$ cat src/rtl/alu_sequencer.sv
// alu_sequencer: command-side initiator for an 8-bit combinational ALU.
// Commands are buffered in a small FIFO and issued one at a time. Each one is
// held on the ALU inputs for SETTLE cycles before result and NZVC are captured.
// Captured results are returned in order over a valid/ready response port.
module alu_sequencer #(
   parameter int DEPTH  = 4,
   parameter int SETTLE = 1,
   parameter int CW     = 3
) (
   input  logic                     clk,
   input  logic                     rst_n,
   input  logic                     cmd_valid,
   output logic                     cmd_ready,
   input  logic [7:0]               cmd_a,
   input  logic [7:0]               cmd_b,
   input  logic [2:0]               cmd_op,
   output logic [7:0]               alu_a,
   output logic [7:0]               alu_b,
   output logic [2:0]               alu_sel,
   input  logic [7:0]               alu_result,
   input  logic [3:0]               alu_nzvc,
   output logic                     rsp_valid,
   input  logic                     rsp_ready,
   output logic [7:0]               rsp_result,
   output logic [3:0]               rsp_nzvc,
   output logic [3:0]               flags,
   output logic                     busy,
   output logic [$clog2(DEPTH):0]   count
);

   localparam int AW   = $clog2(DEPTH);
   localparam int CNTW = AW + 1;

   typedef enum logic [1:0] {
      IDLE  = 2'd0,
      DRIVE = 2'd1,
      RESP  = 2'd2
   } state_t;

   state_t          state;
   state_t          state_next;

   // FIFO entry layout: {op, a, b}
   logic [18:0]     mem [DEPTH];
   logic [18:0]     head;
   logic [AW-1:0]   wr_ptr;
   logic [AW-1:0]   rd_ptr;
   logic [CW-1:0]   settle_cnt;

   logic            push;
   logic            pop;
   logic            capture;
   logic            rsp_done;

   // No pass-through: a full FIFO refuses commands even if a pop is pending.
   assign cmd_ready = (count < CNTW'(DEPTH));
   assign push      = cmd_valid & cmd_ready;
   assign head      = mem[rd_ptr];
   assign busy      = (state != IDLE) || (count != '0);

   // FIFO storage; contents are never read unless count says they are valid
   always_ff @(posedge clk) begin
      if (push) begin
         mem[wr_ptr] <= {cmd_op, cmd_a, cmd_b};
      end
   end

   // FIFO pointers and occupancy; pointers wrap naturally at DEPTH (power of 2)
   always_ff @(posedge clk or negedge rst_n) begin
      if (!rst_n) begin
         wr_ptr <= '0;
         rd_ptr <= '0;
         count  <= '0;
      end else begin
         if (push) begin
            wr_ptr <= AW'(wr_ptr + 1);
         end
         if (pop) begin
            rd_ptr <= AW'(rd_ptr + 1);
         end
         if (push && !pop) begin
            count <= CNTW'(count + 1);
         end else if (pop && !push) begin
            count <= CNTW'(count - 1);
         end
      end
   end

   // FSM state register
   always_ff @(posedge clk or negedge rst_n) begin
      if (!rst_n) begin
         state <= IDLE;
      end else begin
         state <= state_next;
      end
   end

   // FSM next-state and per-cycle strobes (pop, capture, response handshake)
   always_comb begin
      state_next = state;
      pop        = 1'b0;
      capture    = 1'b0;
      rsp_done   = 1'b0;
      case (state)
         IDLE: begin
            if (count != '0) begin
               pop        = 1'b1;
               state_next = DRIVE;
            end
         end
         DRIVE: begin
            if (settle_cnt == '0) begin
               capture    = 1'b1;
               state_next = RESP;
            end
         end
         RESP: begin
            if (rsp_valid && rsp_ready) begin
               rsp_done = 1'b1;
               // Back-to-back issue: the next command starts on the handshake edge.
               if (count != '0) begin
                  pop        = 1'b1;
                  state_next = DRIVE;
               end else begin
                  state_next = IDLE;
               end
            end
         end
         default: begin
            state_next = IDLE;
         end
      endcase
   end

   // Settle counter: loaded on every pop, counts down while the ALU inputs settle
   always_ff @(posedge clk or negedge rst_n) begin
      if (!rst_n) begin
         settle_cnt <= '0;
      end else if (pop) begin
         settle_cnt <= CW'(SETTLE - 1);
      end else if ((state == DRIVE) && (settle_cnt != '0)) begin
         settle_cnt <= settle_cnt - CW'(1);
      end
   end

   // ALU operand/select registers; hold their last values between pops
   always_ff @(posedge clk or negedge rst_n) begin
      if (!rst_n) begin
         alu_sel <= '0;
         alu_a   <= '0;
         alu_b   <= '0;
      end else if (pop) begin
         {alu_sel, alu_a, alu_b} <= head;
      end
   end

   // Response capture and flags; flags track the latest capture regardless of rsp_ready
   always_ff @(posedge clk or negedge rst_n) begin
      if (!rst_n) begin
         rsp_valid  <= 1'b0;
         rsp_result <= '0;
         rsp_nzvc   <= '0;
         flags      <= '0;
      end else if (capture) begin
         rsp_valid  <= 1'b1;
         rsp_result <= alu_result;
         rsp_nzvc   <= alu_nzvc;
         flags      <= alu_nzvc;
      end else if (rsp_done) begin
         rsp_valid  <= 1'b0;
      end
   end

endmodule

$ cat config.mk
export PLATFORM = sky130hd
export DESIGN_NAME = alu_sequencer
export DESIGN_NICKNAME = d
export VERILOG_FILES = /design/src/rtl/alu_sequencer.sv
export SDC_FILE = /design/constraint.sdc
export NUM_CORES = 1
export LEC_CHECK = 0
export CORE_UTILIZATION = 54
export DETAILED_ROUTE_END_ITERATION = 16
export GPL_TIMING_DRIVEN = 0
export PLACE_DENSITY_LB_ADDON = 0.08
export SYNTH_ARGS = -nofsm -noshare
export SYNTH_HDL_FRONTEND = slang
export SYNTH_SLANG_ARGS = --single-unit
$ cat constraint.sdc
create_clock -name clk -period 6.26 [get_ports clk]
set_input_delay 0.626 -clock clk [delete_from_list [all_inputs] [get_ports clk]]
set_output_delay 0.626 -clock clk [all_outputs]
set_load 0.05 [all_outputs]
Yosys cells after proc, flatten, opt, wreduce, memory -nomap -nowiden
Memory sizes are Yosys's and may differ from the RTL's. A register that Yosys moved wholly into a read port is not among the register bits.
Index checks and enable logic that the tools add are counted.
{ "word_totals": {"ram_bits": 76, "regBits": 25, "word_cells": 58, "input_bits": 35, "mem_count": 1} }
{ "memory_table": {"columns": ["memory", "depth", "word_bits", "read_ports", "rd_clocked_by_memory_dff", "write_ports", "line", "text"], "rows": [
  ["mem", 4, 19, 1, 1, 1, "44", "logic [18:0] mem [DEPTH];"]
]} }
{ "classes": {"n_bitwise": 1, "magnitude_cmp": 1, "add_sub_neg": 5, "eq_ne": 5, "reduce_logical": 17, "muxes": 20} }
{ "op_table": {"columns": ["operator", "n"], "rows": [
  ["two-way mux 3 bit", 4],
  ["two-way mux 1 bit", 11],
  ["nonzero test 2 bit", 4],
  ["two-way mux 2 bit", 3],
  ["!= test 2 bit (second input constant)", 3],
  ["case mux 2 bit (3 select lines)", 1],
  ["nonzero test 3 bit", 2],
  ["subtractor 3 x 1 -> 3 bit (second input constant)", 2],
  ["adder 2 x 1 -> 2 bit (second input constant)", 2],
  ["logical AND 1 bit", 4],
  ["adder 3 x 1 -> 3 bit (second input constant)", 1],
  ["logical NOT 1 bit", 3],
  ["logical NOT 3 bit", 1],
  ["less-than comparator 3 bit (second input constant)", 1],
  ["AND reduction 3 bit", 1],
  ["== test 2 x 1 -> 1 bit (second input constant)", 1],
  ["== test 2 bit (second input constant)", 1],
  ["logical NOT 2 bit", 1],
  ["case mux 1 bit (2 select lines)", 1],
  ["AND 1 bit", 1],
  ["logical OR 1 bit", 1]
]} }

Longest topological paths before layout
{ "logic_depth": {"ltp_word": 7, "ltp_mapped": 10} }

Worst setup path before layout
No wires, ideal clock.
{ "synth_path": {"path_kind": "register to register", "startpoint": "register count[0]", "endpoint": "register count[1]", "synth_period_minus_slack_ns": 2.416, "setup_slack_ns": 3.844, "arrival_time_ns": 2.291, "path_buffers": 1, "stages_incl_launch_ff": 9, "cell_sequence": "dfrtp_1 nor3_2 nor3_4 buf_4 inv_1 ha_1 inv_1 fa_1 mux2_2"} }
{ "synth_via": {"elab_chain_len": 7} }
{ "synth_rtl": {"columns": ["element", "line", "text"], "rows": [
  ["start: declaration", "28", "output logic [$clog2(DEPTH):0] count"],
  ["start signal: assignment", "82", "count <= CNTW'(count + 1);"],
  ["start signal: assignment", "84", "count <= CNTW'(count - 1);"],
  ["nonzero test 3 bit", "106, 121", null],
  ["two-way mux 1 bit", "106, 121", null],
  ["two-way mux 1 bit", "118", "if (rsp_valid && rsp_ready) begin"],
  ["case mux 1 bit (2 select lines)", "104", "case (state)"],
  ["logical NOT 1 bit", "81", "if (push && !pop) begin"],
  ["logical AND 1 bit", "81", null],
  ["two-way mux 3 bit or nonzero test 2 bit (tied branches)", null, null]
]} }
Parallel ways exist; a longest one is shown, timed or not. The select of a mux whose other input is x is not followed.
A chain may end at the register's enable or synchronous reset.

Worst setup path after layout
{ "layout_path": {"startpoint": "register count[0]", "endpoint": "output port busy"} }
{ "layout_via": {"elab_chain_len": 2} }
{ "layout_rtl": {"columns": ["element", "line", "text"], "rows": [
  ["nonzero test 3 bit", "59", "assign busy = (state != IDLE) || (count != '0);"],
  ["logical OR 1 bit", "59", null],
  ["end: declaration", "27", "output logic busy,"]
]} }
Every way passes these cells.

==> metrics.md <==
| Metric | Value |
|---|---|
| Synth Instances | `between 200 and 250` |
| Gpl congestion | `0.689` |
| Drt drc | `0` |
| Synthesis Warnings | `0` |
| VDD IR max | `0.333 mV` |
| Cell row count | `33` |
| Hold path cells | `1` |
| Reg area | `3380 um2` |
| Pins Over Slew Limit | `0` |
| Area contributors post-synth | `edfxtp_1, dfrtp_1, mux4_2` |
| Startpoint Class | `flip-flop` |
| Hold Slack | `0.507 ns` |
| Antenna cell count | `0` |
| Slew headroom | `0.296` |
| Post-Syn Nets | `280` |
| Fmax | `367 MHz` |
| Max-cap violations | `0` |
| Layout area overhead | `31.7%` |
| Die W | `95.2 um` |
| Synth cell types | `33` |
| Crit Path Class | `flip-flop to output port` |
| Number of global-route vias before repair | `2,499` |
| Layout cells sized above 1 | `0.286` |
| Area leader, netlist | `edfxtp_1` |
| Core footprint | `8300 um2` |
| Hold crit path type | `flip-flop to flip-flop` |
| Antenna violations before repair | `0` |
| RSZ-0062 raised after global routing | `no` |
| Die Y | `about 95 um` |
| 1st-iter DRT viols | `58` |
| IO buf count | `75` |
| Core Util, Final | `0.744` |
| Placed cell count | `418` |
| Sequential area share after synthesis | `0.721` |
| Total power | `~3.6 mW` |
| Total track usage | `0.205` |
| Post-synthesis cell area | `about 4700 um2` |
| Clock transition at path regs | `0.06 ns` |
| Initial core utilization | `0.565` |
| Main flop type after synthesis | `edfxtp_1` |
| Least-Margin Pin Slew | `1.06 ns` |
| Design Area, Final | `between 6000 and 7000 um2` |
| Final Cycle Share | `0.435` |
| Most frequent cells after synthesis | `edfxtp_1, dfrtp_1, mux2_2` |
| Synth top area share | `0.487` |
| CTS sink cnt | `120` |
| Root buffer cell | `clkbuf_8` |
| Total number of H-tree levels | `4` |
| Power density over cell area | `588 nW/um2` |
| CP Max Fanout | `4` |
| Register-to-Register Path Depth | `8` |
| Worst Skew | `0.0102 ns` |
| Dpl hpwl | `5040 um` |
| Multi-input logic area | `1190 um2` |
| Die ar. | `~9100 um2` |
| CTS Buffer Depth | `2` |
| Worst EP required | `about 5.6 ns` |
| Post-layout net count | `376` |
| Worst skew pair latency | `0.50 ns` |
| Minimum clock period | `2.72 ns` |
| Worst Setup End Kind | `output port` |
| Setup TNS | `0 ns` |
| Static Leak | `2.29 nW` |
| Number of CTS-inserted buffers | `17` |
| Asr flop ratio synth | `0.367` |
| Count leader, synth | `edfxtp_1` |
| Setup Viol. Count Final | `0` |
| Hold Vio Cnt, Final | `0` |
| WL/cell | `roughly 18 um` |
| I/O Pins | `76` |
| First-pass DRT Iterations | `5` |
| Non-filler instance count after layout | `451` |
| First-pass GRT wire length | `13,000 um` |
| Wirelength, routed | `approximately 8300 um` |
| Mean number of vias per cell | `5.38` |
| Setup slack after layout | `3.54 ns` |
| Number of synthesized flops with an enable pin | `76` |
| Largest net degree at the start of global routing | `38` |
| CTS tree | `yes` |
| Vias | `between 2,000 and 2,500` |
| Grt ovf | `0` |
| Area after DPL | `5590 um2` |
| Status | `completed` |
| Dpl ws | `3.26 ns` |
| Filler Cell Count | `530` |
| Post-route ant nets | `0` |
| #FFs+latches synth | `120` |
| Syn avg cell area | `about 20 um2` |
| Worst path arrival time | `2.10 ns` |
| Setup bufs post-CTS | `0` |
cells by family after synthesis:
| kind of cell | after synthesis | share of synthesized area |
|---|---|---|
| buffers and inverters | 21 | 0.0248 |
| multiplexers | 51 | 0.174 |
| XOR/XNOR | 6 | 0.0112 |
| adder cells (fa/ha/maj) | 8 | 0.0229 |
| AND/OR/NAND/NOR | 20 | 0.0302 |
| flip-flops | 120 | 0.721 |
| AO/OA/AOI/OAI | 11 | 0.0149 |
layout make-up:
| cell class | count | area share |
|---|---|---|
| Multi-Input combinational cell | 96 | 0.193 |
| Clock buffer | 17 | 0.0671 |
| Buffer | 12 | 0.0134 |
| Clock inverter | 15 | 0.0267 |
| Timing Repair Buffer | 77 | 0.126 |
| Sequential cell | 120 | 0.548 |
| Tap cell | 105 | 0.0213 |
| Inverter | 9 | 0.00547 |
worst paths after layout:
check,startpoint,end,slack [ns]
min in group asynchronous,rst_n,alu_a[4],0.52
max reg2reg,state[1],count[1],3.83
max,count[0],busy,3.54
min reg2reg,alu_a[7],alu_a[7],0.51
max in group asynchronous,rst_n,alu_a[1],5.26
min,alu_a[7],alu_a[7],0.51
critical path: stages (launching register included):
cell,delay (ns)
dfrtp_1,0.44
nor3_2,0.35
nand2_1,0.08
clkdlybuf4s50_1,0.71
state kept, by name, indices dropped and copies added (netlist names):
signal / count
mem: 76
alu_a: 8
wr_ptr: 2
rsp_result: 8
flags: 4
settle_cnt: 3
alu_b: 8
alu_sel: 3
count: 3
state: 2
rd_ptr: 2
rsp_valid: 1
routing by layer:
layer  vias up  GRT usage  part of all wire  wire length, um
li1       1098          -                 -                -
met1      1269      0.263              0.44             3610
met2        59      0.333              0.52             4290
met3         2     0.0622             0.040              331
met4         0     0.0758            0.0048               40
met5         -          0                 0                0
cell usage in the layout (no fill, tap or decap), types with 2 or more instances in the layout:
cell / n
bufinv_16: 2
mux2_2: 23
dfrtp_1: 44
a21oi_1: 3
and2_1: 4
xnor2_1: 3
buf_4: 8
clkbuf_16: 16
edfxtp_1: 76
nor2b_1: 2
mux2_4: 8
xor2_1: 3
o21ai_0: 4
clkbuf_1: 3
clkinvlp_4: 4
clkdlybuf4s50_1: 74
nor2_1: 2
inv_6: 6
or3_1: 2
nand2_1: 3
clkinv_4: 2
mux4_2: 19
ha_1: 7
inv_1: 8
where the power goes:
part | internal (mW) | leakage (nW) | switching [mW] | total, mW
Combinational | 0.650 | 0.805 | 0.861 | 1.51
Sequential | 1.07 | 1.21 | 0.116 | 1.18
Clock | 0.573 | 0.273 | 0.362 | 0.936
Total | 2.29 | 2.29 | 1.34 | 3.63
timing repair:
item | in CTS | in global routing
hold buffers | 1 | 0
resized for setup | 0 | 0
setup endpoints to repair | 0 | 0
hold endpoints to repair | 7 | 0
Power figures use the tool's default switching activity.
